===== src/rtl/ksa_pkg.sv =====
// rtl/ksa_pkg.sv - shared widths, arbiter state and requester ids for the KSA memory arbiter
package ksa_pkg;

    localparam int ADDR_W      = 8;
    localparam int DATA_W      = 8;
    localparam int NUM_REQ_DEF = 3;
    localparam int OWN_W       = 2;

    typedef enum logic {
        IDLE  = 1'b0,
        OWNED = 1'b1
    } arb_state_t;

    typedef enum logic [OWN_W-1:0] {
        REQ_FILL    = 2'd0,
        REQ_SHUFFLE = 2'd1,
        REQ_DECRYPT = 2'd2
    } req_id_t;

endpackage


===== src/rtl/ksa_arb_pick.sv =====
// rtl/ksa_arb_pick.sv - combinational winner pick; ARB_ROUND_ROBIN_EN selects round-robin, else fixed priority
module ksa_arb_pick
    import ksa_pkg::*;
#(
    parameter int NUM_REQ = NUM_REQ_DEF
) (
    input  logic [NUM_REQ-1:0] req,
    input  logic [OWN_W-1:0]   last,
    output logic [NUM_REQ-1:0] win
);

    logic found;

`ifdef ARB_ROUND_ROBIN_EN
    // Scan starts just after the previous owner so it is tried last.
    always_comb begin
        win   = '0;
        found = 1'b0;
        for (int k = 1; k <= NUM_REQ; k++) begin
            if (!found && req[(int'(last) + k) % NUM_REQ]) begin
                win[(int'(last) + k) % NUM_REQ] = 1'b1;
                found = 1'b1;
            end
        end
    end
`else
    logic unused_last;
    assign unused_last = ^last;

    always_comb begin
        win   = '0;
        found = 1'b0;
        for (int k = 0; k < NUM_REQ; k++) begin
            if (!found && req[k]) begin
                win[k] = 1'b1;
                found  = 1'b1;
            end
        end
    end
`endif

endmodule


===== src/rtl/ksa_mem_arbiter.sv =====
// rtl/ksa_mem_arbiter.sv - locking arbiter sharing one s_memory port among fill/shuffle/decrypt
// Build option: ARB_ROUND_ROBIN_EN (round-robin pick instead of fixed priority).
module ksa_mem_arbiter
    import ksa_pkg::*;
#(
    parameter int NUM_REQ = NUM_REQ_DEF
) (
    input  logic                           clk,
    input  logic                           reset_n,
    input  logic [NUM_REQ-1:0]             req,
    input  logic [NUM_REQ-1:0]             we,
    input  logic [NUM_REQ-1:0][ADDR_W-1:0] addr,
    input  logic [NUM_REQ-1:0][DATA_W-1:0] wdata,
    output logic [NUM_REQ-1:0]             gnt,
    output logic [NUM_REQ-1:0]             rvalid,
    output logic [DATA_W-1:0]              rdata,
    output logic [ADDR_W-1:0]              mem_addr,
    output logic [DATA_W-1:0]              mem_data,
    output logic                           mem_wren,
    input  logic [DATA_W-1:0]              mem_q,
    output logic                           busy,
    output logic [OWN_W-1:0]               owner
);

    arb_state_t         state, state_nxt;
    logic [NUM_REQ-1:0] gnt_nxt;
    logic [NUM_REQ-1:0] win;
    logic [OWN_W-1:0]   win_idx;
    logic [OWN_W-1:0]   owner_nxt;

    // The owner register doubles as the round-robin pointer.
    ksa_arb_pick #(.NUM_REQ(NUM_REQ)) u_pick (
        .req  (req),
        .last (owner),
        .win  (win)
    );

    always_comb begin
        win_idx = '0;
        for (int i = 0; i < NUM_REQ; i++) begin
            if (win[i]) win_idx = OWN_W'(i);
        end
    end

    always_ff @(posedge clk or negedge reset_n) begin
        if (!reset_n) begin
            state  <= IDLE;
            gnt    <= '0;
            rvalid <= '0;
            busy   <= 1'b0;
            owner  <= '0;
        end else begin
            state  <= state_nxt;
            gnt    <= gnt_nxt;
            rvalid <= gnt & req & ~we;
            busy   <= |gnt_nxt;
            owner  <= owner_nxt;
        end
    end

    always_comb begin
        state_nxt = state;
        gnt_nxt   = gnt;
        owner_nxt = owner;
        case (state)
            IDLE: begin
                if (|req) begin
                    state_nxt = OWNED;
                    gnt_nxt   = win;
                    owner_nxt = win_idx;
                end
            end
            OWNED: begin
                if ((gnt & req) == '0) begin
                    state_nxt = IDLE;
                    gnt_nxt   = '0;
                end
            end
            default: begin
                state_nxt = IDLE;
                gnt_nxt   = '0;
            end
        endcase
    end

    // Only the granted, still-requesting port may drive the RAM.
    always_comb begin
        mem_addr = '0;
        mem_data = '0;
        mem_wren = 1'b0;
        for (int i = 0; i < NUM_REQ; i++) begin
            if (gnt[i] && req[i]) begin
                mem_addr = addr[i];
                mem_data = wdata[i];
                mem_wren = we[i];
            end
        end
    end

    assign rdata = mem_q;

endmodule

===== config.mk =====
export PLATFORM = sky130hd
export DESIGN_NAME = ksa_mem_arbiter
export DESIGN_NICKNAME = d
export VERILOG_FILES = /design/src/rtl/ksa_pkg.sv /design/src/rtl/ksa_arb_pick.sv /design/src/rtl/ksa_mem_arbiter.sv
export SDC_FILE = /design/constraint.sdc
export NUM_CORES = 1
export LEC_CHECK = 0
export ABC_AREA = 1
export BUFFER_PORTS_ARGS = -buffer_cell sky130_fd_sc_hd__buf_2
export CORE_UTILIZATION = 34
export CTS_CLUSTER_SIZE = 30
export DETAILED_ROUTE_END_ITERATION = 6
export PLACE_DENSITY_LB_ADDON = 0.08
export SLEW_MARGIN = 5
export SYNTH_ARGS = -nofsm -noshare
export SYNTH_HDL_FRONTEND = slang
export SYNTH_SLANG_ARGS = --single-unit

===== constraint.sdc =====
create_clock -name clk -period 1.28 [get_ports clk]
set_input_delay 0.128 -clock clk [delete_from_list [all_inputs] [get_ports clk]]
set_output_delay 0.128 -clock clk [all_outputs]
set_load 0.02 [all_outputs]

==> summary.txt, run 1 <==
Route
  • Detailed-routing iteration count for the pre-antenna-repair pass: 4
  • Routed WL per cell: between 10 and 15 um
  • Routed vias/inst: slightly below 5
  • Initial DRC Count: 11
  • Residual DRC count: 0
  • Overall routed net length: 2.98 mm
  • Antenna Nets Post-Route: 0
  • Total via count in the routed design: 1216

Outcome
  • Status: finished, violations left
  • Violated checks: negative setup slack

Clocking
  • Buffer type at the clock tree root: clkbuf_4
  • Clock sinks: 10
  • Clock Tree Buf Depth: 2
  • H-tree depth: 1
  • Number of buffers created by CTS: 3
  • Clk slew on worst S/H paths: 0.07 ns
  • TritonCTS clock tree: done
  • Clk_lat worst skew: between 0.2 and 0.3 ns

Die
  • Site Rows: 18
  • DIE HEIGHT: approximately 53 um
  • CORE AREA: 0.00245 mm^2
  • Width of the die: 52.7 um
  • Initial Util: between 30% and 40%
  • IO Pins: between 90 and 100
  • Die Outline Area: 0.00278 mm^2

Global route
  • Number of global-route vias before repair: between 1000 and 1500
  • First-pass GRT wire length: about 4.2 mm
  • Global routing usage on met3: about 5.5%
  • M1 GR Usage: a little over a fifth
  • GRT Max-Usage Layer: met2
  • Maximum number of pins on one net before global-route repair: 18
  • Antenna violations before repair: 0
  • Total routing resource utilization after global routing: between 20% and 30%
  • Remaining Overflow, GRT: 0
  • Met2 routing resource usage after global routing: 39.7%

Layout
  • Filler cells: approximately 200
  • Final core utilization: between 70% and 80%
  • Nets: between 200 and 300
  • Ant diodes: 0
  • Area grow syn2layout: 102%
  • Ratio of cells with drive above 1 in the final layout: 61.8%

Synthesis
  • Number of enable flip-flop cells after synthesis: 0
  • Async S/R FF share, synth: 100%
  • Synthesized instance count: between 100 and 150
  • Ys flop type: dfrtp_1
  • Largest cells by area after synthesis: dfrtp_1, a31oi_1, nand3_1
  • Yosys synthesis warning count: 0
  • Cell taking the most area after synthesis: dfrtp_1
  • Average footprint of a synthesized cell: approximately 6.6 um^2
  • Share of the synthesized area in the top cell type: ~29%
  • Count of state elements after synthesis: 10
  • List of most frequent post-synthesis cells: nand2_1, nor2_1, nand3_1
  • Net count after synthesis: 196
  • Number of different library cells in the post-synthesis netlist: 16
  • Synthesized area: about 870 um^2
  • Sequential cell area fraction in the yosys report: 28.6%
  • Dominant cell by count in the synthesized netlist: nand2_1

Placed design
  • Routability congestion estimate from global placement: 0.812
  • Worst-case setup slack after placement: -0.0415 ns
  • Estimated wirelength of the detail-placed design: approximately 2.2 mm
  • PortBufs: 81

STA
  • Worst setup margin: -0.209 ns
  • Highest achievable clock rate: ~670 MHz
  • Post-Route Skew: ~0.0042 ns
  • Setup-failing EPs final: 18
  • Total count of hold-check failures in the final report: 0
  • Final period util: 116%
  • Unrepaired setup endpoints after global routing: yes
  • Minimum clock period: 1.49 ns
  • Hold slack final: 0.0193 ns
  • Transition time at the pin with the least slew margin: 0.261 ns
  • Final Max Slew Viols: 0
  • Normalized max-slew margin: 82.5%

Worst setup path
  • CP arrival: about 1.4 ns
  • Setup slack, reg-to-reg: -0.04 ns
  • Longest individual stage delay on the worst path: between 0.4 and 0.5 ns
  • Reg-to-reg critical path startpoint: gnt[2]
  • Reg2Reg Capture Point: busy
  • Critical path, cell by cell: nand2_4, buf_6, nand3_1, a31oi_2, buf_4
  • Cell count of the worst reg-to-reg path: 8
  • Required time worst endpoint: roughly 1.2 ns
  • Slowest cell on the critical path: dfrtp_2
  • Crit path launch type: register
  • Endpoint class of the critical path: primary output
  • Biggest fanout along the worst timing path: 9
  • Source of the critical timing path: gnt[1]
  • End point of the critical path: mem_wren
  • CP Class: register to primary output

Power
  • Power density over the cells: 1210 mW/mm^2
  • Total leakage power: roughly 0.86 nW
  • Peak ir drop on the vdd network: between 800 and 900 uV

Min path
  • Number of instances on the worst hold path: 2
  • Kind of path behind the tightest hold check: input port to register

Job
  • Maxcap violations: 0
==> critical path: cells and delay by family (launching register included) <==
kind / cells / cell delay, ns
AOI/OAI and AO/OA: 1 / 0.15
buffers and inverters: 2 / 0.31
DFF: 1 / 0.42
and+or+nand+nor: 2 / 0.20
==> per-stage QoR <==
stage	power, W	std cells	cell area (um^2)	setup TNS, ns
4_1_cts	0.00215	246	1740	-3.60
3_5_place_dp	0.00166	238	1500	-0.198
6_report	0.00214	247	1770	-3.28
3_3_place_gp	0.00164	238	1500	0
2_1_floorplan	0.00130	132	1080	-0.00961
5_1_grt	0.00229	247	1770	-4.63
==> sequential cells by signal, summed over array words and instances (netlist names) <==
| register | cells |
|---|---|
| owner | 2 |
| gnt | 3 |
| rvalid | 3 |
| state | 1 |
| busy | 1 |
==> cell families after synthesis <==
group | count (synthesis) | synth area share [%]
simple gates | 77 | 38.6
flops | 10 | 28.6
compound gates | 23 | 15.9
buf+inv | 22 | 16.9
==> repair_timing <==
item,4_1_cts,5_1_grt
resized for setup,44,0
buffers inserted,2,0
hold buffers,1,0
gates cloned,1,1
endpoints found under the setup margin,17,18
endpoints found under the hold margin,10,0
pin swaps,4,2
==> power by group <==
| group | leakage [nW] | switching, W | internal [W] |
|---|---|---|---|
| combinational | 0.711 | 0.000738 | 0.000653 |
| clock | 0.0210 | 0.000115 | 0.000173 |
| sequential | 0.128 | 0.0000603 | 0.000405 |
==> how the worst min path moves through the flow <==
stage | from | end
2_1_floorplan | reset_n | busy
3_3_place_gp | reset_n | busy
3_5_place_dp | reset_n | busy
4_1_cts | we[1] | rvalid[1]
5_1_grt | we[0] | rvalid[0]
6_report | we[0] | rvalid[0]
==> final cells by class <==
type | count | area (um^2) | area share [%]
clock buffer | 4 | 36.3 | 2.05
inverter | 6 | 30.0 | 1.70
multi-input combinational | 100 | 731 | 41.3
sequential | 10 | 253 | 14.3
tap | 30 | 37.5 | 2.12
timing repair buffer | 97 | 682 | 38.5
==> metal layers <==
layer | part of all wire, % | up-vias | wire length, um
li1 | - | 613 | -
met1 | 39 | 537 | 1150
met2 | 53 | 60 | 1580
met3 | 7.9 | 6 | 235
met4 | 0.64 | 0 | 19
met5 | 0 | - | 0
==> cell usage in the layout, fill, tap and decap left out, types with 3 or more instances in the layout <==
cell type   n
a31oi_4    10
buf_6      13
nand3_2     7
dfrtp_1     8
inv_1       4
a31oi_2     7
clkbuf_4    3
o21ai_0     5
nand3_1    13
buf_4      15
nand2_1    27
buf_2      64
nor2_1     23
Power figures use the tool's default switching activity.
==> run 2, diff against run 1 <==
ABC_AREA = not set   (was 1)
CAP_MARGIN = 20   (was not set)
CORE_UTILIZATION = 35   (was 34)
==> summary.txt, run 2 <==
Outcome
  • Violated checks: negative setup slack (unchanged)
  • Status: finished, violations left (unchanged)

Global route
  • Maximum number of pins on one net before global-route repair: 19 (was 18)
  • Remaining Overflow, GRT: 0 (unchanged)
  • Total routing resource utilization after global routing: 32.9% (was 20.4%)
  • Antenna violations before repair: 0 (unchanged)
  • Number of global-route vias before repair: 1411 (was 1055)
  • First-pass GRT wire length: 6.63 mm (was 4.23 mm)

STA
  • Worst setup margin: -0.337 ns (was -0.209 ns)
  • Setup-failing EPs final: 22 (was 18)
  • Final Max Slew Viols: 0 (unchanged)
  • Hold slack final: 0.0541 ns (was 0.0193 ns)
  • Total count of hold-check failures in the final report: 0 (unchanged)
  • Unrepaired setup endpoints after global routing: yes (unchanged)
  • Minimum clock period: 1.62 ns (was 1.49 ns)
  • Final period util: 126% (was 116%)
  • Transition time at the pin with the least slew margin: 0.412 ns (was 0.261 ns)
  • Normalized max-slew margin: 72.5% (was 82.5%)
  • Post-Route Skew: 0.00373 ns (was 0.00420 ns)
  • Highest achievable clock rate: 618 MHz (was 672 MHz)

Worst setup path
  • Critical path, cell by cell: nand2_4, buf_12, a31oi_4, o21ai_4, buf_6 (was nand2_4, buf_6, nand3_1, a31oi_2, buf_4)
  • Reg-to-reg critical path startpoint: gnt[1] (was gnt[2])
  • CP Class: register to primary output (unchanged)
  • Reg2Reg Capture Point: gnt[1] (was busy)
  • Cell count of the worst reg-to-reg path: 4 (was 8)
  • CP arrival: 1.49 ns (was 1.36 ns)
  • Biggest fanout along the worst timing path: 7 (was 9)
  • Slowest cell on the critical path: dfrtp_2 (unchanged)
  • Setup slack, reg-to-reg: -0.21 ns (was -0.04 ns)
  • Source of the critical timing path: gnt[1] (unchanged)
  • Required time worst endpoint: 1.15 ns (about the same)
  • End point of the critical path: mem_addr[4] (was mem_wren)
  • Endpoint class of the critical path: primary output (unchanged)
  • Crit path launch type: register (unchanged)
  • Longest individual stage delay on the worst path: 0.49 ns (was 0.42 ns)

Placed design
  • Estimated wirelength of the detail-placed design: 2.66 mm (was 2.25 mm)
  • Placed Cells incl. Taps: 238 (unchanged)
  • Routability congestion estimate from global placement: 0.894 (was 0.812)
  • Worst-case setup slack after placement: -0.118 ns (was -0.0415 ns)
  • PortBufs: 81 (unchanged)

Layout
  • Filler cells: 95 (was 201)
  • Leading cell type in the layout, fill and taps excluded: buf_2 (unchanged)
  • Area grow syn2layout: 146% (was 102%)
  • Most frequent cells in the layout: buf_2, buf_6, nand2_1 (was buf_2, nand2_1, nor2_1)
  • Nets: 287 (was 282)
  • Ant diodes: 0 (unchanged)
  • Registers with the most flip-flops: gnt: 3 flops, rvalid: 3 flops, owner: 2 flops (unchanged)
  • Number of cells in the finished layout apart from fillers: 252 (was 247)
  • Ratio of cells with drive above 1 in the final layout: 76.6% (was 61.8%)

Clocking
  • Clock sinks: 10 (unchanged)
  • Clk slew on worst S/H paths: 0.07 ns (about the same)
  • Clk_lat worst skew: 0.27 ns (about the same)
  • TritonCTS clock tree: done (unchanged)
  • H-tree depth: 1 (unchanged)
  • Buffer type at the clock tree root: clkbuf_4 (unchanged)
  • Clock Tree Buf Depth: 2 (unchanged)
  • Number of buffers created by CTS: 3 (unchanged)

Synthesis
  • Net count after synthesis: 196 (unchanged)
  • Synthesized instance count: 132 (unchanged)
  • Synthesized area: 923 um^2 (was 875 um^2)
  • Async S/R FF share, synth: 100% (unchanged)
  • Yosys synthesis warning count: 0 (unchanged)
  • Cell taking the most area after synthesis: dfrtp_1 (unchanged)
  • Number of different library cells in the post-synthesis netlist: 24 (was 16)
  • Number of enable flip-flop cells after synthesis: 0 (unchanged)
  • List of most frequent post-synthesis cells: nand2_1, a31oi_1, and3_1 (was nand2_1, nor2_1, nand3_1)
  • Dominant cell by count in the synthesized netlist: nand2_1 (unchanged)
  • Average footprint of a synthesized cell: 7.00 um^2 (was 6.63 um^2)
  • Share of the synthesized area in the top cell type: 27.1% (was 28.6%)
  • Ys flop type: dfrtp_1 (unchanged)
  • Largest cells by area after synthesis: dfrtp_1, a31oi_1, and3_1 (was dfrtp_1, a31oi_1, nand3_1)
  • Count of state elements after synthesis: 10 (unchanged)
  • Sequential cell area fraction in the yosys report: 27.1% (was 28.6%)

Job
  • Maxcap violations: 0 (unchanged)

Route
  • Total via count in the routed design: 1489 (was 1216)
  • Routed vias/inst: 5.91 (was 4.92)
  • Antenna Nets Post-Route: 0 (unchanged)
  • Initial DRC Count: 55 (was 11)
  • Overall routed net length: 5.47 mm (was 2.98 mm)
  • Detailed-routing iteration count for the pre-antenna-repair pass: 5 (was 4)
  • Routed WL per cell: 21.7 um (was 12.1 um)
  • Residual DRC count: 0 (unchanged)

Die
  • DIE HEIGHT: 53.4 um (was 52.7 um)
  • Width of the die: 53.4 um (was 52.7 um)
  • Die Outline Area: 0.00285 mm^2 (was 0.00278 mm^2)
  • Initial Util: 37.3% (was 35.6%)
  • Site Rows: 18 (unchanged)
  • IO Pins: 98 (unchanged)
  • CORE AREA: 0.00248 mm^2 (was 0.00245 mm^2)

Min path
  • Kind of path behind the tightest hold check: input port to register (unchanged)
  • Number of instances on the worst hold path: 2 (unchanged)

Power
  • Power density over the cells: 1350 mW/mm^2 (was 1210 mW/mm^2)
  • Total leakage power: 0.973 nW (was 0.861 nW)
  • Peak ir drop on the vdd network: 1560 uV (was 890 uV)
## run 2: cell types whose count changed after synthesis, sizes merged, moves of 5 or more
cell | before | now
and3 | 0 | 16
nand3 | 22 | 2
clkbuf | 0 | 5
o21ai | 5 | 20
nor2 | 24 | 4
nand2 | 30 | 21
## run 2: power by group
part	total [W]	switching (W)	internal, W	leakage, nW
Sequential	0.000546	0.000129	0.000418	0.124
Clock	0.000292	0.000118	0.000173	0.0210
Combinational	0.00224	0.00113	0.00111	0.827
## run 2: timing repair
item | in CTS | in global routing
setup endpoints to repair | 21 | 23
hold buffers | 1 | 0
gates resized for setup | 78 | 4
hold endpoints to repair | 10 | 0
pin swaps | 38 | 9
gates cloned | 3 | 1
buffers inserted | 5 | 1
## run 2: through the flow
step / total power (W) / util [%] / TNS, ns / instance area (um^2)
6_report: 0.00307 / 91.8 / -5.89 / 2270
3_3_place_gp: 0.00209 / 70.3 / -0.665 / 1740
4_1_cts: 0.00296 / 89.9 / -5.27 / 2230
2_1_floorplan: 0.00167 / - / -0.287 / 1280
3_5_place_dp: 0.00213 / 70.3 / -1.09 / 1740
5_1_grt: 0.00321 / 91.8 / -6.82 / 2270
## run 2: final cells by class
cell class                      instances  area, um^2  share of cell area, %
Tap cell                               30        37.5                   1.65
Multi-Input combinational cell         99        1090                   48.0
Sequential cell                        10         254                   11.2
Inverter                                2        7.51                  0.330
Clock buffer                            4        36.3                   1.60
Timing Repair Buffer                  107         847                   37.3
## run 2: worst max-delay path, delay by kind of cell (launching register included)
| family | cells | cell delay (ns) |
|---|---|---|
| buf+inv | 2 | 0.29 |
| simple gates | 1 | 0.17 |
| compound gates | 2 | 0.26 |
| flops | 1 | 0.49 |
## run 2: logic make-up (layout without fill, tap and decap cells)
logic type / count (synthesis) / in the layout / share of synthesized area (%)
DFF: 10 / 10 / 27.1
AOI/OAI and AO/OA: 48 / 48 / 30.8
buffers and inverters: 24 / 113 / 15.2
and+or+nand+nor: 50 / 51 / 27.0
## run 2: how the worst min path moves through the flow
stage,slack (ns),end,start
after floorplan,-0.17,busy,reset_n
after global placement,0.0003,rvalid[0],reset_n
after detailed placement,0.0004,rvalid[0],reset_n
after CTS,0.03,rvalid[1],we[1]
after global routing,0.04,rvalid[1],we[1]
final,0.05,rvalid[1],we[1]
## run 2: routing by layer
layer | track usage (%) | routed length (um) | part of all wire, %
met3 | 7.18 | 356 | 6.5
met4 | 9.65 | 276 | 5.0
met5 | 0 | 0 | 0
met1 | 36.1 | 2030 | 37
met2 | 61.5 | 2810 | 51
